--- src/rtl/wb_pkg.sv ---
// Shared types for the writeback stage: FSM states, load funct3 encodings, alignment helper.
// WB_MISALIGN_CHECK_EN adds the FAULT state for misaligned halfword/word loads.
package wb_pkg;

`ifdef WB_MISALIGN_CHECK_EN
  typedef enum logic [2:0] {IDLE, ALU, WAIT, HELD, FAULT} wb_state_t;
`else
  typedef enum logic [2:0] {IDLE, ALU, WAIT, HELD} wb_state_t;
`endif

  localparam logic [2:0] F3_LB  = 3'b000;
  localparam logic [2:0] F3_LH  = 3'b001;
  localparam logic [2:0] F3_LW  = 3'b010;
  localparam logic [2:0] F3_LBU = 3'b100;
  localparam logic [2:0] F3_LHU = 3'b101;

  function automatic logic misaligned_access(input logic [2:0] funct3, input logic [1:0] addr);
    return (((funct3 == F3_LH) || (funct3 == F3_LHU)) && addr[0]) ||
           ((funct3 == F3_LW) && (addr != 2'b00));
  endfunction

endpackage

--- src/rtl/load_aligner.sv ---
// Combinational load lane extraction with sign/zero extension from a word-aligned response.
module load_aligner
  import wb_pkg::*;
(
  input  logic [31:0] rdata,
  input  logic [1:0]  addr,
  input  logic [2:0]  funct3,
  output logic [31:0] result
);

  logic signed [7:0]  byte_sel;
  logic signed [15:0] half_sel;

  always_comb begin
    byte_sel = rdata[7:0];
    case (addr)
      2'd1:    byte_sel = rdata[15:8];
      2'd2:    byte_sel = rdata[23:16];
      2'd3:    byte_sel = rdata[31:24];
      default: byte_sel = rdata[7:0];
    endcase
    half_sel = addr[1] ? rdata[31:16] : rdata[15:0];

    // Undefined widths fall back to the full word
    case (funct3)
      F3_LB:   result = {{24{byte_sel[7]}}, byte_sel};
      F3_LBU:  result = {24'b0, byte_sel};
      F3_LH:   result = {{16{half_sel[15]}}, half_sel};
      F3_LHU:  result = {16'b0, half_sel};
      default: result = rdata;
    endcase
  end

endmodule

--- src/rtl/writeback_stage.sv ---
// Final pipeline stage: holds the retiring instruction, waits for load data, drives the regfile write port.
// Optional WB_MISALIGN_CHECK_EN adds the misaligned output and FAULT state.
module writeback_stage
  import wb_pkg::*;
#(
  parameter bit RV32E = 1'b0
) (
`ifdef WB_MISALIGN_CHECK_EN
  output logic        misaligned,
`endif
  input  logic        clk,
  input  logic        async_rst_n,
  input  logic        clk_en,
  input  logic        ex_valid,
  input  logic [4:0]  ex_rd,
  input  logic        ex_rd_we,
  input  logic        ex_is_load,
  input  logic [2:0]  ex_funct3,
  input  logic [31:0] ex_result,
  input  logic [31:0] dmem_rdata,
  input  logic        dmem_rvalid,
  output logic        stall,
  output logic [31:0] regfile_data_in,
  output logic [4:0]  regfile_destination,
  output logic        regfile_we
);

  wb_state_t   state_p1, state_d;
  logic [4:0]  rd_p1;
  logic        rd_we_p1;
  logic [2:0]  funct3_p1;
  logic [31:0] result_p1;
  logic [31:0] hold_p1;
  logic [31:0] extracted;
  logic        latch_hold;
  logic        capture;
  logic        rd_we_eff;

  load_aligner u_aligner (
    .rdata  (dmem_rdata),
    .addr   (result_p1[1:0]),
    .funct3 (funct3_p1),
    .result (extracted)
  );

  assign rd_we_eff           = rd_we_p1 && (rd_p1 != 5'd0) && !(RV32E && rd_p1[4]);
  assign regfile_destination = rd_p1;
  assign capture             = clk_en && !stall;

  always_ff @(posedge clk or negedge async_rst_n) begin
    if (!async_rst_n) state_p1 <= IDLE;
    else              state_p1 <= state_d;
  end

  always_comb begin
    state_d         = state_p1;
    stall           = 1'b0;
    regfile_we      = 1'b0;
    regfile_data_in = '0;
    latch_hold      = 1'b0;
`ifdef WB_MISALIGN_CHECK_EN
    misaligned      = 1'b0;
`endif
    case (state_p1)
      ALU: begin
        regfile_we      = rd_we_eff;
        regfile_data_in = result_p1;
      end
      WAIT: begin
        stall           = !dmem_rvalid;
        regfile_data_in = extracted;
        // Response with the pipeline frozen is parked so it is not lost
        if (dmem_rvalid) begin
          if (clk_en) begin
            regfile_we = rd_we_eff;
          end else begin
            latch_hold = 1'b1;
            state_d    = HELD;
          end
        end
      end
      HELD: begin
        regfile_we      = rd_we_eff;
        regfile_data_in = hold_p1;
      end
`ifdef WB_MISALIGN_CHECK_EN
      FAULT: misaligned = 1'b1;
`endif
      default: ;
    endcase

    if (clk_en && !stall) begin
      if (!ex_valid)        state_d = IDLE;
      else if (!ex_is_load) state_d = ALU;
`ifdef WB_MISALIGN_CHECK_EN
      else if (misaligned_access(ex_funct3, ex_result[1:0])) state_d = FAULT;
`endif
      else                  state_d = WAIT;
    end
  end

  // Stage register: capture from execute
  always_ff @(posedge clk or negedge async_rst_n) begin
    if (!async_rst_n) begin
      rd_p1     <= '0;
      rd_we_p1  <= 1'b0;
      funct3_p1 <= '0;
      result_p1 <= '0;
      hold_p1   <= '0;
    end else begin
      if (capture) begin
        rd_p1     <= ex_rd;
        rd_we_p1  <= ex_rd_we;
        funct3_p1 <= ex_funct3;
        result_p1 <= ex_result;
      end
      if (latch_hold) hold_p1 <= extracted;
    end
  end

endmodule
--- config.mk ---
export PLATFORM = sky130hd
export DESIGN_NAME = writeback_stage
export DESIGN_NICKNAME = d
export VERILOG_FILES = /design/src/rtl/wb_pkg.sv /design/src/rtl/load_aligner.sv /design/src/rtl/writeback_stage.sv
export SDC_FILE = /design/constraint.sdc
export NUM_CORES = 1
export LEC_CHECK = 0
export CAP_MARGIN = 20
export CORE_MARGIN = 3
export CORE_UTILIZATION = 57
export CTS_BUF_LIST = sky130_fd_sc_hd__clkbuf_4
export CTS_CLUSTER_SIZE = 25
export DETAILED_ROUTE_END_ITERATION = 16
export GPL_TIMING_DRIVEN = 0
export PLACE_DENSITY = 0.89
export SETUP_SLACK_MARGIN = 0.3
export SLEW_MARGIN = 20
export SYNTH_ARGS = -nofsm -noshare
export SYNTH_HDL_FRONTEND = slang
export SYNTH_HIERARCHICAL = 1
export SYNTH_SLANG_ARGS = --single-unit
--- constraint.sdc ---
create_clock -name clk -period 5.5 [get_ports clk]
set_input_delay 1.1 -clock clk [delete_from_list [all_inputs] [get_ports clk]]
set_output_delay 1.1 -clock clk [all_outputs]
set_load 0.02 [all_outputs]
# [Yosys cells after proc, flatten, opt, wreduce, memory -nomap -nowiden]
# Cells that the tools add are included.
# Widths: inputs -> output; s select.
[word_totals] memories=0 latchBits=0 input_bits=79 mem_bits_ro=0 output_inout_bits=39 register_bits=76 mem_bits_rw=0
[op_classes] add_sub_neg=0 n_mul=0 magnitude_cmp=0 n_eq_ne=10 n_div=0 n_reduce_logical=10 shifts=0 bitwise_logic=0 mux=17
[op_table] operator="$pmux 32 s4" n=1
[op_table] operator="$pmux 32 s3" n=1
[op_table] operator="$pmux 8 s3" n=1
[op_table] operator="$mux 16" n=1
[op_table] operator="$mux 3" n=4
[op_table] operator="$eq 3x1->1 const B" n=2
[op_table] operator="$eq 3x2->1 const B" n=2
[op_table] operator="$eq 3x3->1 const B" n=2
[op_table] operator="$mux 1" n=6
[op_table] operator="$reduce_bool 5->1" n=1
[op_table] operator="$eq 2x2->1 const B" n=2
[op_table] operator="$mux 2" n=2
[op_table] operator="$reduce_bool 2->1" n=2
[op_table] operator="$logic_not 3->1" n=1
[op_table] operator="$reduce_and 3->1" n=1
[op_table] operator="$eq 2x1->1 const B" n=1
[op_table] operator="$logic_and 1x1->1" n=2
[op_table] operator="$logic_not 1->1" n=2
[op_table] operator="$ne 2x1->1 const B" n=1
[op_table] operator="$pmux 1 s2" n=1
[op_table] operator="$reduce_or 2->1" n=1

# [Longest topological paths before layout]
[logic_depth] ltp_word=6 mapped_depth=7 depth_no_buf=5

# [Cells and area by module]
# Netlist, hierarchy kept.
[modules_own_cells] mod="writeback_stage" cells_each=390 area_per_inst_um2=4498.1 seq_area_each_um2=1876.8 instances=1
[modules_own_cells] mod="load_aligner" cells_each=111 area_per_inst_um2=668.1 seq_area_each_um2=0.0 instances=1

# [Worst setup path after synthesis]
# No wires, ideal clock.
[synth_path] kind="input to output" startpoint="input port dmem_rdata[31]" endpoint="output port regfile_data_in[10]" t_required_ns=4.400 stages=5 setup_slack_ns=1.969 t_arrival_ns=2.431 cell_sequence="mux4_2 -> and3b_1 -> clkbuf_1 -> a221o_1 -> a22o_1"
[synth_via] elab_chain_cells=3
[synth_rtl] element="from (decl)" line_no="writeback_stage.sv:20" rtl="input logic [31:0] dmem_rdata,"
[synth_rtl] element="$pmux 8 s3" line_no="load_aligner.sv:16" rtl="case (addr)"
[synth_rtl] element="$pmux 32 s4" line_no="load_aligner.sv:25" rtl="case (funct3)"
[synth_rtl] element="named net extracted[10]" line_no="writeback_stage.sv:34" rtl="logic [31:0] extracted;"
[synth_rtl] element="$pmux 32 s3" line_no="writeback_stage.sv:64" rtl="case (state_p1)"
[synth_rtl] element="to (decl)" line_no="writeback_stage.sv:23" rtl="output logic [31:0] regfile_data_in,"
# The timed path passes the listed nets, and every way through them passes these cells.

# [Final worst setup path]
[layout_path] startpoint="input port dmem_rdata[31]" endpoint="output port regfile_data_in[9]"
# Same word-level chain as after synthesis.

==> metrics.txt <==
Die ar. 10200 um2; PortBufs 116; routed vias 4737; endpoint class of the critical path output pin; commonest cells after routing, fill and taps aside 115 x clkdlybuf4s50_1, 76 x nand2_1, 75 x dfrtp_1; Startpoint Class input port; diodes inserted 0; cells after synthesis 501; # resized after CTS 0; clk sink count 75; Synth Area in Simple Gates 0.223; Highest Clock Rate 0.210 GHz; largest family of logic cells by synthesized area simple AND/OR/NAND/NOR gates; Synth Area in XOR/XNOR 0; Slew @ Worst Pin 0.608 ns; Static Leak 2.85 nW; initial antenna violation count 0; commonest non-fill, non-tap cell in the layout clkdlybuf4s50_1; Mapped Avg Cell Area 10.3 um2; maximum fanout along the worst path 8; clock tree buffer depth 2; Slew Limit Fails 0; num ports 118; Final min period 4.75 ns; Reg2Reg Setup Slack 3.27 ns; Post-CTS Hold Buffers 0; Final Skew 0.0206 ns; clk slew on worst S/H paths 0.13 ns; Fin. Hold Viols 0; register area share after synthesis 0.363; Worst Path Required 4.40 ns; Slew HR 0.595; FP Rows 34; crit path DAT 3.65 ns; initial drt markers 424; number of global-route vias before repair 4766; fraction of layout cells with a size suffix above 1 0.125; synth-to-layout area growth 28.8%; Final #Nets 708; detailed-route DRC error count 0; post-synthesis mux area share 0.170; Synth Area in Adders 0; first-pass GRT wire length 25.0 mm; vias per inst 6.38; die width 101 um; final worst-path cycle share 0.864; Mapped Area 5170 um2; warnings from Yosys 6; RSZ-0062 raised after global routing no; post-route setup TNS 0 ns; post-CTS setup buffers 0; fin util 0.759; P per Cell Area 334 nW/um2; clock root buffer clkbuf_4; Worst-Skew Late Latency 0.44 ns; status completed; Final ANT Viol Nets 0; Synth Net Count 580; Post-DP HPWL 11.7 mm; total track usage 0.311; DRT Pass-1 Iters 5; largest net degree at the start of global routing 54; drt total wl 15.8 mm; routed len/inst 21.3 um; Num CTS Buffers 9; MaxCap Viol Count 0; library cells used by synthesis 34; Initial Util 0.590; global route overflow 0; endpoints failing setup 0; register bit total from synthesis 75; crit path kind in2out; Compound-Gate Fraction of Synth Area 0.190; Max IR drop VDD 216 uV; CTS tree done; Die Span Y 101 um; Core ar. 8760 um2; CTS H-tree depth 3; Hold WC Path Type reg2reg; GPL Wtd Cong 1.02
routing by layer:
metal | global-route usage | vias up | part of all wire
met5 | 0 | - | 0
met4 | 0.122 | 0 | 0.025
met3 | 0.0455 | 47 | 0.090
met2 | 0.511 | 272 | 0.49
met1 | 0.415 | 2311 | 0.40
li1 | - | 2107 | -
power by group:
part / total (mW) / switching, mW / leakage, nW / internal, mW
clock network: 0.407 / 0.218 / 0.0922 / 0.188
registers: 0.817 / 0.112 / 0.919 / 0.706
logic: 0.998 / 0.461 / 1.84 / 0.538
cells by family (layout without fill, tap and decap cells):
| kind of cell | Yosys count | after routing |
|---|---|---|
| simple gates | 179 | 179 |
| mux | 67 | 67 |
| buf+inv | 56 | 189 |
| flops | 75 | 75 |
| compound gates | 124 | 124 |
per-stage QoR:
stage / hold slack, ns / power [mW] / area, um2 / worst slack, ns / instances
floorplan: 0.454 / 1.44 / 5170 / 1.97 / 501
global placement: 0.466 / 1.76 / 6460 / 0.667 / 725
detailed placement: 0.479 / 1.80 / 6490 / 0.808 / 726
CTS: 0.510 / 2.21 / 6650 / 0.778 / 742
global route: 0.528 / 2.33 / 6650 / 0.719 / 742
finish: 0.508 / 2.22 / 6650 / 0.746 / 742
worst paths after layout:
path,start,end,cells past startpoint
max,dmem_rdata[31],regfile_data_in[9],7
min,hold_p1[0]$_DFFE_PN0P_,hold_p1[0]$_DFFE_PN0P_,1
min reg2reg,hold_p1[0]$_DFFE_PN0P_,hold_p1[0]$_DFFE_PN0P_,1
max in group asynchronous,async_rst_n,hold_p1[26]$_DFFE_PN0P_,2
min in group asynchronous,async_rst_n,result_p1[20]$_DFFE_PN0P_,1
max reg2reg,result_p1[1]$_DFFE_PN0P_,hold_p1[9]$_DFFE_PN0P_,5
Yosys cell counts, drive strengths merged:
library cell / instances / share of area
and3b: 1 / 0.0017
nor2: 4 / 0.0029
a22o: 32 / 0.054
a211oi: 1 / 0.0015
a2bb2oi: 1 / 0.0017
a221o: 8 / 0.016
a22oi: 7 / 0.010
buf: 27 / 0.033
or4: 1 / 0.0022
and4bb: 1 / 0.0024
nor2b: 4 / 0.0048
nand2b: 49 / 0.059
mux2: 65 / 0.16
o22ai: 1 / 0.0039
nand4bb: 41 / 0.089
a21o: 17 / 0.025
nor3: 1 / 0.00097
inv: 3 / 0.0022
o22a: 2 / 0.0034
mux2i: 1 / 0.0019
a31oi: 2 / 0.0024
nor3b: 1 / 0.0036
o21ai: 8 / 0.0078
a21oi: 2 / 0.0019
mux4: 1 / 0.0044
o211ai: 41 / 0.060
nand2: 76 / 0.055
dfrtp: 75 / 0.36
a21bo: 1 / 0.0019
o21bai: 1 / 0.0015
clkbuf: 26 / 0.019
worst max-delay path, stage by stage:
cell	delay, ns
clkdlybuf4s50_1	0.50
mux4_2	0.51
and3b_1	0.17
clkbuf_1	0.21
a221o_1	0.35
a22o_1	0.26
clkdlybuf4s50_1	0.55
registers in the layout, summed over array words and instances, names as in the netlist:
| register | cells |
|---|---|
| hold_p1 | 32 |
| funct3_p1 | 3 |
| state_p1 | 2 |
| rd_we_p1 | 1 |
| regfile_destination | 5 |
| result_p1 | 32 |
area by class of cell:
| cell class | count | area [um2] |
|---|---|---|
| clock inverter | 7 | 98.8 |
| tap | 108 | 135 |
| buffer | 53 | 269 |
| fill | 593 | 2110 |
| multi-input combinational | 370 | 3010 |
| timing repair buffer | 117 | 1190 |
| clock buffer | 9 | 67.6 |
| sequential | 75 | 1880 |
| inverter | 3 | 11.3 |
(Power assumes the default switching activity.)
